File: config.mk
export PLATFORM = sky130hd
export DESIGN_NAME = ic1337_seq_detector_flat
export DESIGN_NICKNAME = d
export VERILOG_FILES = /design/src/rtl/ic1337_seq_detector_if.sv /design/src/rtl/ic1337_seq_detector.sv /design/src/flat_wrapper.sv
export SDC_FILE = /design/constraint.sdc
export NUM_CORES = 1
export LEC_CHECK = 0
export CAP_MARGIN = 20
export CORE_UTILIZATION = 54
export CTS_CLUSTER_SIZE = 40
export DETAILED_ROUTE_END_ITERATION = 7
export GPL_TIMING_DRIVEN = 0
export PLACE_DENSITY = 0.81
export SKIP_CTS_REPAIR_TIMING = 1
export SLEW_MARGIN = 20
export SYNTH_ARGS = -nofsm -noshare
export SYNTH_HDL_FRONTEND = slang
export SYNTH_SLANG_ARGS = --single-unit
File: constraint.sdc
create_clock -name clk -period 5.95 [get_ports clk]
set_input_delay 1.785 -clock clk [delete_from_list [all_inputs] [get_ports clk]]
set_output_delay 1.785 -clock clk [all_outputs]
set_load 0.03 [all_outputs]
File: src/rtl/ic1337_seq_detector_if.sv
// Bundles the ic1337 sample inputs and the detector status outputs.
// IC1337_DET_STICKY_EN adds the sticky match_seen flag.
interface ic1337_seq_detector_if #(
  parameter int unsigned CNT_W = 8
);
  logic             sample_en;
  logic             clr;
  logic             Q0;
  logic             Q1;
  logic             Z;
  logic             match;
  logic [CNT_W-1:0] match_cnt;
  logic [CNT_W-1:0] z_count;
  logic [CNT_W-1:0] z_run;
  logic [CNT_W-1:0] z_max;
`ifdef IC1337_DET_STICKY_EN
  logic             match_seen;

  modport master (
    output sample_en, clr, Q0, Q1, Z,
    input  match, match_cnt, z_count, z_run, z_max, match_seen
  );
  modport slave (
    input  sample_en, clr, Q0, Q1, Z,
    output match, match_cnt, z_count, z_run, z_max, match_seen
  );
`else
  modport master (
    output sample_en, clr, Q0, Q1, Z,
    input  match, match_cnt, z_count, z_run, z_max
  );
  modport slave (
    input  sample_en, clr, Q0, Q1, Z,
    output match, match_cnt, z_count, z_run, z_max
  );
`endif
endinterface

File: src/rtl/ic1337_seq_detector.sv
// Detects {Q1,Q0} = 00 -> 10 -> 01 on enabled edges and keeps saturating Z-high statistics.
// IC1337_DET_STICKY_EN adds a sticky match_seen flag cleared only by rst/clr.
module ic1337_seq_detector #(
  parameter int unsigned CNT_W = 8
) (
  input  logic                 clk,
  input  logic                 rst,
  ic1337_seq_detector_if.slave bus
);

  localparam logic [CNT_W-1:0] CNT_MAX = {CNT_W{1'b1}};
  localparam logic [CNT_W-1:0] CNT_ONE = CNT_W'(1);

  typedef enum logic [1:0] {
    S_IDLE = 2'd0,
    S_A    = 2'd1,
    S_B    = 2'd2
  } state_e;

  state_e           state_q;
  logic             match_q;
  logic [CNT_W-1:0] match_cnt_q, match_cnt_d;
  logic [CNT_W-1:0] z_count_q, z_count_d;
  logic [CNT_W-1:0] z_run_q, z_run_d;
  logic [CNT_W-1:0] z_max_q, z_max_d;
  logic [1:0]       sym;
  logic             hit;

  assign sym = {bus.Q1, bus.Q0};
  assign hit = (state_q == S_B) && (sym == 2'b01);

  // Saturating next values, applied only on enabled edges.
  always_comb begin
    z_count_d   = z_count_q;
    z_run_d     = '0;
    match_cnt_d = match_cnt_q;
    if (bus.Z) begin
      z_count_d = (z_count_q == CNT_MAX) ? z_count_q : z_count_q + CNT_ONE;
      z_run_d   = (z_run_q == CNT_MAX) ? z_run_q : z_run_q + CNT_ONE;
    end
    z_max_d = (z_run_d > z_max_q) ? z_run_d : z_max_q;
    if (hit && (match_cnt_q != CNT_MAX)) begin
      match_cnt_d = match_cnt_q + CNT_ONE;
    end
  end

  always_ff @(posedge clk) begin
    if (rst || bus.clr) begin
      state_q     <= S_IDLE;
      match_q     <= 1'b0;
      match_cnt_q <= '0;
      z_count_q   <= '0;
      z_run_q     <= '0;
      z_max_q     <= '0;
    end else if (!bus.sample_en) begin
      match_q <= 1'b0;
    end else begin
      match_q     <= hit;
      match_cnt_q <= match_cnt_d;
      z_count_q   <= z_count_d;
      z_run_q     <= z_run_d;
      z_max_q     <= z_max_d;
      // A 00 always restarts the pattern, which covers every overlap.
      case (state_q)
        S_IDLE:  state_q <= (sym == 2'b00) ? S_A : S_IDLE;
        S_A: begin
          if (sym == 2'b00)      state_q <= S_A;
          else if (sym == 2'b10) state_q <= S_B;
          else                   state_q <= S_IDLE;
        end
        S_B:     state_q <= (sym == 2'b00) ? S_A : S_IDLE;
        default: state_q <= S_IDLE;
      endcase
    end
  end

  assign bus.match     = match_q;
  assign bus.match_cnt = match_cnt_q;
  assign bus.z_count   = z_count_q;
  assign bus.z_run     = z_run_q;
  assign bus.z_max     = z_max_q;

`ifdef IC1337_DET_STICKY_EN
  logic match_seen_q;

  always_ff @(posedge clk) begin
    if (rst || bus.clr) begin
      match_seen_q <= 1'b0;
    end else if (bus.sample_en && hit) begin
      match_seen_q <= 1'b1;
    end
  end

  assign bus.match_seen = match_seen_q;
`endif

endmodule

File: src/flat_wrapper.sv
// flat-port wrapper written by rule: the top's interface ports become plain ports
module ic1337_seq_detector_flat 
#(
  parameter int unsigned CNT_W = 8
)
  (clk, rst, bus_sample_en, bus_clr, bus_Q0, bus_Q1, bus_Z, bus_match, bus_match_cnt, bus_z_count, bus_z_run, bus_z_max);
  ic1337_seq_detector_if #(.CNT_W(CNT_W)) bus_i ();
  input  logic clk;
  input  logic rst;
  input wire logic [$bits(bus_i.sample_en)-1:0] bus_sample_en;
  input wire logic [$bits(bus_i.clr)-1:0] bus_clr;
  input wire logic [$bits(bus_i.Q0)-1:0] bus_Q0;
  input wire logic [$bits(bus_i.Q1)-1:0] bus_Q1;
  input wire logic [$bits(bus_i.Z)-1:0] bus_Z;
  output wire logic [$bits(bus_i.match)-1:0] bus_match;
  output wire logic [$bits(bus_i.match_cnt)-1:0] bus_match_cnt;
  output wire logic [$bits(bus_i.z_count)-1:0] bus_z_count;
  output wire logic [$bits(bus_i.z_run)-1:0] bus_z_run;
  output wire logic [$bits(bus_i.z_max)-1:0] bus_z_max;
  assign bus_i.sample_en = bus_sample_en;
  assign bus_i.clr = bus_clr;
  assign bus_i.Q0 = bus_Q0;
  assign bus_i.Q1 = bus_Q1;
  assign bus_i.Z = bus_Z;
  assign bus_match = bus_i.match;
  assign bus_match_cnt = bus_i.match_cnt;
  assign bus_z_count = bus_i.z_count;
  assign bus_z_run = bus_i.z_run;
  assign bus_z_max = bus_i.z_max;
  ic1337_seq_detector #(.CNT_W(CNT_W)) u_core (.clk(clk), .rst(rst), .bus(bus_i));
endmodule
Yosys cells after proc, flatten, opt, wreduce, memory -nomap -nowiden
Index checks and enable logic that the tools add are counted.
- output and inout port bits: 33
- bits of input ports: 7
- flip-flop bits (word level): 35
- logic and storage cells: 35
- bitwise logic cells: 2
- reductions and logical operators: 10
- $add $sub $neg: 3
- equality and inequality tests: 7
- muxes and demuxes: 6
- $lt $le $gt $ge: 1
- operator list (cell ; count):
    $add A8 B1 Y8 const B ; 3
    $eq A8 B8 Y1 const B ; 2
    $mux W8 ; 2
    $gt A8 B8 Y1 ; 1
    $ne A8 B8 Y1 const B ; 1
    $eq A2 B1 Y1 const B ; 2
    $eq A2 B2 Y1 const B ; 2
    $logic_not A2 Y1 ; 2
    $mux W2 ; 2
    $pmux W2 S2 ; 1
    $reduce_and A2 Y1 ; 2
    $reduce_or A2 Y1 ; 2
    $reduce_and A3 Y1 ; 1
    $logic_and A1 B1 Y1 ; 2
    $not A1 Y1 ; 2
    $logic_or A1 B1 Y1 ; 1
    $mux W1 ; 1

Logic depth before layout (Yosys ltp)
Gate-level depths: netlist of run 1.
- word-level depth: 5
- depth in mapped cells: 11
- depth with buffers taken out: 11

Worst setup path after synthesis of run 1
OpenSTA, ideal clock, no wires.
- kind: input to register
- start: input bus_Z
- end: register u_core.z_max_q[0], in the netlist u_core.bus.z_max[0]
- data required time: 5880 ps
- library setup time: 70 ps
- data arrival time: 3670 ps
- buffers on the path: 1
- stages on the path: 10
- path slack: 2209 ps
- path through: clkbuf_1 > o21a_1 > o21ai_0 > a21oi_1 > ha_1 > a21oi_1 > o21ai_1 > o31ai_1 > o21ai_0 > a21oi_1
- longest elaborated chain between the ends: 3
- RTL lines (what ; RTL line ; source):
    start: declaration ; flat_wrapper.sv:14 ; input wire logic [$bits(bus_i.Z)-1:0] bus_Z;
    $mux W8 ; ic1337_seq_detector.sv:37 ; if (bus.Z) begin
    via u_core.z_run_d[5] ; ic1337_seq_detector.sv:24 ; logic [CNT_W-1:0] z_run_q, z_run_d;
    $gt A8 B8 Y1 ; ic1337_seq_detector.sv:41 ; z_max_d = (z_run_d > z_max_q) ? z_run_d : z_max_q;
    $reduce_and A2 Y1 (no line) ; -- ;
    end signal: assignment ; ic1337_seq_detector.sv:62 ; z_max_q <= z_max_d;
    end: declaration ; ic1337_seq_detector.sv:25 ; logic [CNT_W-1:0] z_max_q, z_max_d;
The timed path passes the listed nets, and every way through them passes these cells.
A chain may end at the register's enable or synchronous reset.

Worst setup path after layout of run 1
- start: input bus_Z
- end: register u_core.z_max_q[7], in the netlist u_core.bus.z_max[7]
Same word-level chain as after synthesis.

==> run metrics, run 1 <==
Tmin final=3.99 ns; Starting DRT DRC Count=94; Crit. End Element=flop; CTS sink count=35; Clock Latency Late Sink=0.33 ns; worst rel slew slack=0.442; Synth Instances=225; number of synthesized flops with an enable pin=0; Area Growth Syn to Fin=25.1%; Core Box Area=3360 sq um; Worst setup SP type=input pin; number of hold violations in the final report=0; FP Rows=21; Arr. time, crit path=4.26 ns; Synth async-reset ratio=0; Req. time, crit path=6.22 ns; status=completed; global-route usage over all layers=0.232; DRC=0; Pleak=0.857 nW; pwr/cell area=158 nW/um^2; number of synthesis warnings=0; Clock Path Buffers=2; Final Net Count=288; DIE AREA=3770 sq um; largest net degree at the start of global routing=11; max-slew violations=0; Mapped Avg Cell Area=8.47 sq um; number of diodes=0; DP Worst Slack=1.62 ns; CP Launch Point=bus_Z; Mapped Nets=243; most common flop cell mapped by yosys=dfxtp_1; height of the die=61.4 microns; unrepaired setup endpoints after global routing=no; detailed-route via count=1729; placed wire-length estimate=2.88 mm; Max FO, Critical Path=9; fin worst setup slack=1.96 ns; Initial Util=0.567; vias per cell=5.49; wire per inst=12.6 microns; htree depth=2; max cap viols=0; first-pass GRT wire length=6.42 mm; final cycle utilization of the critical path=0.670; number of antenna violations at the first check in global routing=0; end of the critical path=u_core.bus.z_max[7]; final setup TNS=0 ns; vias in the first global route=1445; routed wire length=3.98 mm; hold crit path type=flop to flop; Post-Syn Area=1910 sq um; max frequency=251 MHz; worst slew pin tran=0.830 ns; setup violators final=0; gpl congestion=0.816; number of antenna-violating nets in the routed design=0; sequential area share after synthesis=0.368; Die X=61.4 microns; TritonRoute pass-1 iters=4; CTS Buf Count=5; Yosys cell types=41; Worst R2R End=u_core.bus.z_max[7]; Setup Skew=0.0170 ns; flops & latches, synth=35; kind of critical path=input pin to flop; Top Ports=40; R2R depth=10; share of cells above drive strength 1=0.0558; CTS Root Cell=clkbuf_4; GR Overflow Total=0; clk slew on worst S/H paths=0.11 ns; PortBufs=38; Peak VDD IR=0.124 mV; CTS tree=yes; r2r setup slk=2.62 ns; Reg-to-Reg Start=u_core.bus.z_run[0]
-- per-stage QoR --
| stage | hold slack (ns) | util | std cells | area [sq um] | power [W] |
|---|---|---|---|---|---|
| after global placement | 0.479 | 0.697 | 309 | 2340 | 0.000267 |
| after CTS | 0.498 | 0.709 | 315 | 2380 | 0.000380 |
| after global routing | 0.523 | 0.709 | 315 | 2380 | 0.000396 |
| after floorplan | 0.467 | - | 225 | 1910 | 0.000258 |
| final | 0.498 | 0.709 | 315 | 2380 | 0.000378 |
| after detailed placement | 0.484 | 0.697 | 309 | 2340 | 0.000268 |
-- placed cells by master (no fill, tap or decap), drive strengths merged, types with 2 or more instances in the layout --
cell,instances
clkdlybuf4s50,38
dfxtp,35
nor2,25
a21oi,20
o21ai,16
inv,13
nand2,13
nand3,12
clkbuf,12
mux2i,11
ha,11
nand4,7
xor2,6
nor3,5
and4,4
and3,4
xnor2,4
or2,4
a31oi,4
nand2b,3
buf,3
o31a,2
nor4b,2
a211oi,2
a2111oi,2
-- cell families (layout without fill, tap and decap cells) --
group                      count (synthesis)  count (layout)  share of synthesized area
DFF                                       35              35                      0.368
and+or+nand+nor                           84              84                      0.232
adders and majority gates                 11              11                     0.0722
AOI/OAI and AO/OA                         52              52                      0.176
muxes                                     11              11                     0.0578
xor gates and xnor gates                  10              10                     0.0460
buffers and inverters                     22              66                     0.0486
-- power breakdown --
part / total [W] / internal, W / switching [W]
combinational: 0.0000261 / 0.0000101 / 0.0000160
clock: 0.000116 / 0.0000421 / 0.0000737
sequential: 0.000236 / 0.000235 / 0.00000114
total: 0.000378 / 0.000287 / 0.0000908
-- worst min-delay path by stage --
stage                         from                   to  slack (ns)  cells past startpoint
2_1_floorplan    u_core.state_q[1]    u_core.state_q[1]        0.47                      2
3_3_place_gp   u_core.bus.z_max[4]  u_core.bus.z_max[4]        0.48                      2
3_5_place_dp   u_core.bus.z_max[4]  u_core.bus.z_max[4]        0.48                      2
4_1_cts        u_core.bus.z_max[4]  u_core.bus.z_max[4]        0.50                      2
5_1_grt        u_core.bus.z_max[2]  u_core.bus.z_max[2]        0.52                      2
6_report       u_core.bus.z_max[4]  u_core.bus.z_max[4]        0.50                      2
-- metal layers --
layer / wire length (microns) / GRT usage / vias up / part of all wire
li1: - / - / 901 / -
met1: 1920 / 0.306 / 784 / 0.48
met2: 1830 / 0.370 / 38 / 0.46
met3: 169 / 0.0609 / 6 / 0.042
met4: 60 / 0.0794 / 0 / 0.015
met5: 0 / 0 / - / 0
-- worst max-delay path: stages --
cell and delay [ns]:
clkbuf_1 0.29, inv_1 0.19, nor3_1 0.41, ha_1 0.32, nand2_1 0.07, o21ai_1 0.12
o31ai_1 0.74, o21ai_0 0.17, a21oi_1 0.17
-- state kept, by name, indices dropped and copies added, names as in the netlist --
register	flops
u_core.bus.match	1
u_core.bus.match_cnt	8
u_core.bus.z_count	8
u_core.bus.z_max	8
u_core.bus.z_run	8
u_core.state_q	2
-- Yosys cell counts, types with 5 or more instances --
| master | number | share of area |
|---|---|---|
| o21ai_0 | 11 | 0.029 |
| nand2_1 | 13 | 0.026 |
| nand3_1 | 12 | 0.032 |
| a21oi_1 | 20 | 0.053 |
| o21ai_1 | 5 | 0.013 |
| dfxtp_1 | 35 | 0.37 |
| nand4_1 | 7 | 0.023 |
| xor2_1 | 6 | 0.028 |
| nor2_1 | 25 | 0.049 |
| clkbuf_1 | 6 | 0.012 |
| nor3_1 | 5 | 0.013 |
| ha_1 | 11 | 0.072 |
| inv_1 | 13 | 0.026 |
| mux2i_1 | 11 | 0.058 |
-- final cells by class --
type                            count  area, sq um
Sequential cell                    35          701
Buffer                              9         43.8
Clock buffer                        6         41.3
Fill cell                         300          978
Multi-Input combinational cell    168         1110
Tap cell                           46         57.6
Inverter                           13         48.8
Timing Repair Buffer               38          380
Power figures use the tool's default switching activity.
==> inputs of run 2 (changes only) <==
- CORE_UTILIZATION: 54 -> 51
- PLACE_DENSITY: 0.81 -> 0.77
- clock period: 5.95 -> 4 ns (I/O delays scaled with it)
==> run metrics, run 2 (same netlist as run 1, synthesis figures left out) <==
hold_ws=0.491 ns; max incr delay on CP=0.74 ns; unrepaired setup endpoints after global routing=no; FILL cells=295; share of cells above drive strength 1=0.0627; crit path cell chain=clkbuf_1 > o21a_1 > o21ai_0 > a21oi_1 > ha_1 > a21oi_1 > o21ai_1 > o31ai_1 > o21ai_0 > a21oi_1; wire per inst=13.1 microns; critical path's top delay family=compound AO/OA/AOI/OAI gates; critical path buffer and inverter count=1; htree depth=2; Clock Path Buffers=2; Post-Place Cells=309; final cycle utilization of the critical path=0.871; Util after Layout=0.705; vias per cell=5.57; Die X=63.1 microns; Pleak=0.884 nW; max-slew violations=0; area used by multi-input combinational logic=1110 sq um; Req. time, crit path=4.22 ns; DRC=0; DP Worst Slack=0.199 ns; max frequency=287 MHz; height of the die=63.1 microns; gpl congestion=0.789; Top Ports=40; setup violators final=0; Clock Latency Late Sink=0.29 ns; PortBufs=38; Peak VDD IR=0.208 mV; CTS tree=yes; number of hold violations in the final report=0; first-pass GRT wire length=7.11 mm; status=completed; Final Net Count=288; CTS sink count=35; Max FO, Critical Path=9; Crit. End Element=flop; number of antenna-violating nets in the routed design=0; largest net degree at the start of global routing=11; pwr/cell area=277 nW/um^2; CTS Root Cell=clkbuf_8; Tmin final=3.48 ns; vias in the first global route=1608; detailed-route via count=1766; fin worst setup slack=0.515 ns; DIE AREA=3980 sq um; number of antenna violations at the first check in global routing=0; clk slew on worst S/H paths=0.07 ns; TritonRoute pass-1 iters=4; FP Rows=21; Setup Skew=0.00269 ns; Core Box Area=3470 sq um; max cap viols=0; GR Overflow Total=0; Starting DRT DRC Count=100; Worst setup SP type=input pin; routed wire length=4.16 mm; kind of critical path=input pin to flop; Crit-path slowest cell=o31ai_1; number of diodes=0; global-route usage over all layers=0.230; placed wire-length estimate=2.93 mm; Initial Util=0.549; worst slew pin tran=0.819 ns; Reg area=701 sq um; final setup TNS=0 ns; Non-Filler Instances=317; commonest non-fill, non-tap cell in the layout=clkdlybuf4s50_1; worst rel slew slack=0.449; hold crit path type=flop to flop; most frequent cells in the layout=38 x clkdlybuf4s50_1, 35 x dfxtp_1, 25 x nor2_1, 20 x a21oi_1; CTS Buf Count=5; Arr. time, crit path=3.71 ns; cell repeated most along the worst path=a21oi_1; Area Growth Syn to Fin=28.2%
[run 2: area by class of cell]
type,count,share of cell area
flip-flops and latches,35,0.287
clock buffers,8,0.0410
plain buffers,9,0.0179
multi-input cells,168,0.455
inverters,13,0.0200
repair buffers,38,0.156
well taps,46,0.0236
[run 2: path summary, 6_finish.rpt]
check,startpoint,endpoint,slack [ns],depth (start not counted)
worst max-delay path,bus_Z,u_core.bus.z_max[3],0.52,10
worst min-delay path,u_core.bus.z_max[7],u_core.bus.z_max[7],0.49,2
worst max register to register,u_core.bus.z_run[0],u_core.bus.z_max[3],0.67,10
worst min register to register,u_core.bus.z_max[7],u_core.bus.z_max[7],0.49,2
[run 2: worst register-to-register path: cells and delay by family (launching register included)]
| family | cells | cell delay [ns] |
|---|---|---|
| AO/OA/AOI/OAI | 6 | 1.68 |
| adder cells (fa/ha/maj) | 2 | 0.60 |
| flip-flops | 1 | 0.43 |
| AND/OR/NAND/NOR | 2 | 0.56 |
[run 2: power by group]
| part | internal [W] | total [W] | switching, W |
|---|---|---|---|
| clock | 0.000157 | 0.000286 | 0.000128 |
| combinational | 0.0000150 | 0.0000392 | 0.0000242 |
| sequential | 0.000350 | 0.000351 | 0.00000154 |
[run 2: through the flow]
stage / cell area [sq um] / total power [W]
floorplan: 1910 / 0.000383
global placement: 2340 / 0.000398
detailed placement: 2340 / 0.000398
CTS: 2440 / 0.000686
global route: 2440 / 0.000704
finish: 2440 / 0.000676
[run 2: metal layers]
metal | GRT usage | vias to the layer above | routed length, microns
met5 | 0 | - | 0
met4 | 0.134 | 0 | 107
met3 | 0.0453 | 10 | 229
met2 | 0.367 | 53 | 1930
met1 | 0.285 | 808 | 1900
li1 | - | 895 | -
==> inputs of run 3 (changes only) <==
- clock period: 4 -> 3.6 ns (I/O delays scaled with it)
==> run metrics, run 3 (same netlist as run 1, synthesis figures left out) <==
status=completed; Die X=63.1 microns; CTS tree=yes; max cap viols=0; number of hold violations in the final report=0; Initial Util=0.549; commonest non-fill, non-tap cell in the layout=clkdlybuf4s50_1; final setup TNS=0 ns; share of cells above drive strength 1=0.0664; worst slew pin tran=0.525 ns; Worst setup SP type=input pin; GR Overflow Total=0; number of antenna violations at the first check in global routing=0; CTS Buf Count=5; pwr/cell area=307 nW/um^2; Pleak=0.885 nW; TritonRoute pass-1 iters=5; most frequent cells in the layout=38 x clkdlybuf4s50_1, 35 x dfxtp_1, 25 x nor2_1, 20 x a21oi_1; Starting DRT DRC Count=108; Clock Path Buffers=2; r2r setup slk=0.48 ns; Util after Layout=0.706; hold crit path type=flop to flop; number of diodes=0; max-slew violations=0; DRC=0; vias in the first global route=1608; Arr. time, crit path=3.38 ns; gpl congestion=0.789; vias per cell=5.62; Setup Skew=0.00214 ns; kind of critical path=input pin to flop; placed wire-length estimate=2.93 mm; routed wire length=4.18 mm; clock share of power=0.423; Post-Place Cells=309; clk slew on worst S/H paths=0.07 ns; setup violators final=0; Peak VDD IR=0.232 mV; htree depth=2; Comb pwr share=0.059; internal power=0.000580 W; largest net degree at the start of global routing=11; Final Net Count=288; Max FO, Critical Path=9; global-route usage over all layers=0.230; worst rel slew slack=0.648; first-pass GRT wire length=7.11 mm; CTS Root Cell=clkbuf_8; Non-Filler Instances=317; number of antenna-violating nets in the routed design=0; Flop pwr share=0.519; CTS sink count=35; Top Ports=40; Clock Latency Late Sink=0.29 ns; height of the die=63.1 microns; Tmin final=3.16 ns; wire per inst=13.2 microns; FP Rows=21; detailed-route via count=1782; DIE AREA=3980 sq um; PortBufs=38; max frequency=317 MHz; Core Box Area=3470 sq um; Switching Share=0.229; Area Growth Syn to Fin=28.5%; final cycle utilization of the critical path=0.876; P_sw=0.000172 W; unrepaired setup endpoints after global routing=no; Req. time, crit path=3.82 ns; Crit. End Element=flop
==> run 3: cell types whose count changed in the layout (fill, tap and decap cells not counted) <==
cell / change
o31ai_2: +1
o31ai_1: -1
==> run 3: metal layers <==
layer / vias up / track usage / part of all wire
li1: 896 / - / -
met1: 815 / 0.285 / 0.45
met2: 63 / 0.367 / 0.47
met3: 8 / 0.0453 / 0.065
met4: 0 / 0.134 / 0.021
met5: - / 0 / 0
==> run 3: path summary, 6_finish.rpt <==
kind / from / endpoint / cells after the start
hold reg to reg: u_core.bus.z_max[7] / u_core.bus.z_max[7] / 2
setup / recovery: bus_Z / u_core.bus.z_max[6] / 10
setup reg to reg: u_core.bus.z_run[0] / u_core.bus.z_max[6] / 10
hold / removal: u_core.bus.z_max[7] / u_core.bus.z_max[7] / 2
==> run 3: area by class of cell <==
class                   instances  area (sq um)
multi-input cells             168          1120
fillers                       295          1020
flip-flops and latches         35           701
repair buffers                 38           380
clock buffers                   8           100
well taps                      46          57.6
inverters                      13          48.8
plain buffers                   9          43.8
==> run 3: worst max-delay path, stage by stage <==
cell	delay, ns
clkbuf_1	0.31
o21a_1	0.17
o21ai_0	0.06
a21oi_1	0.28
ha_1	0.31
a21oi_1	0.17
o21ai_1	0.14
o31ai_2	0.53
o21ai_0	0.14
a21oi_1	0.16
==> run 3: power groups by stage <==
stage / clock network, W / registers, W / logic [W]
global placement: 0 / 0.000399 / 0.0000431
global route: 0.000343 / 0.000390 / 0.0000490
CTS: 0.000328 / 0.000390 / 0.0000437
floorplan: 0 / 0.000401 / 0.0000245
detailed placement: 0 / 0.000399 / 0.0000435
finish: 0.000318 / 0.000390 / 0.0000441
==> run 3: metrics by stage <==
step	setup slack, ns	hold slack (ns)	total power, W	cell area [sq um]
2_1_floorplan	0.564	0.467	0.000426	1910
3_3_place_gp	-0.0354	0.478	0.000442	2340
6_report	0.445	0.490	0.000752	2450
3_5_place_dp	-0.0814	0.485	0.000443	2340
4_1_cts	0.229	0.495	0.000762	2440
5_1_grt	0.123	0.532	0.000782	2450
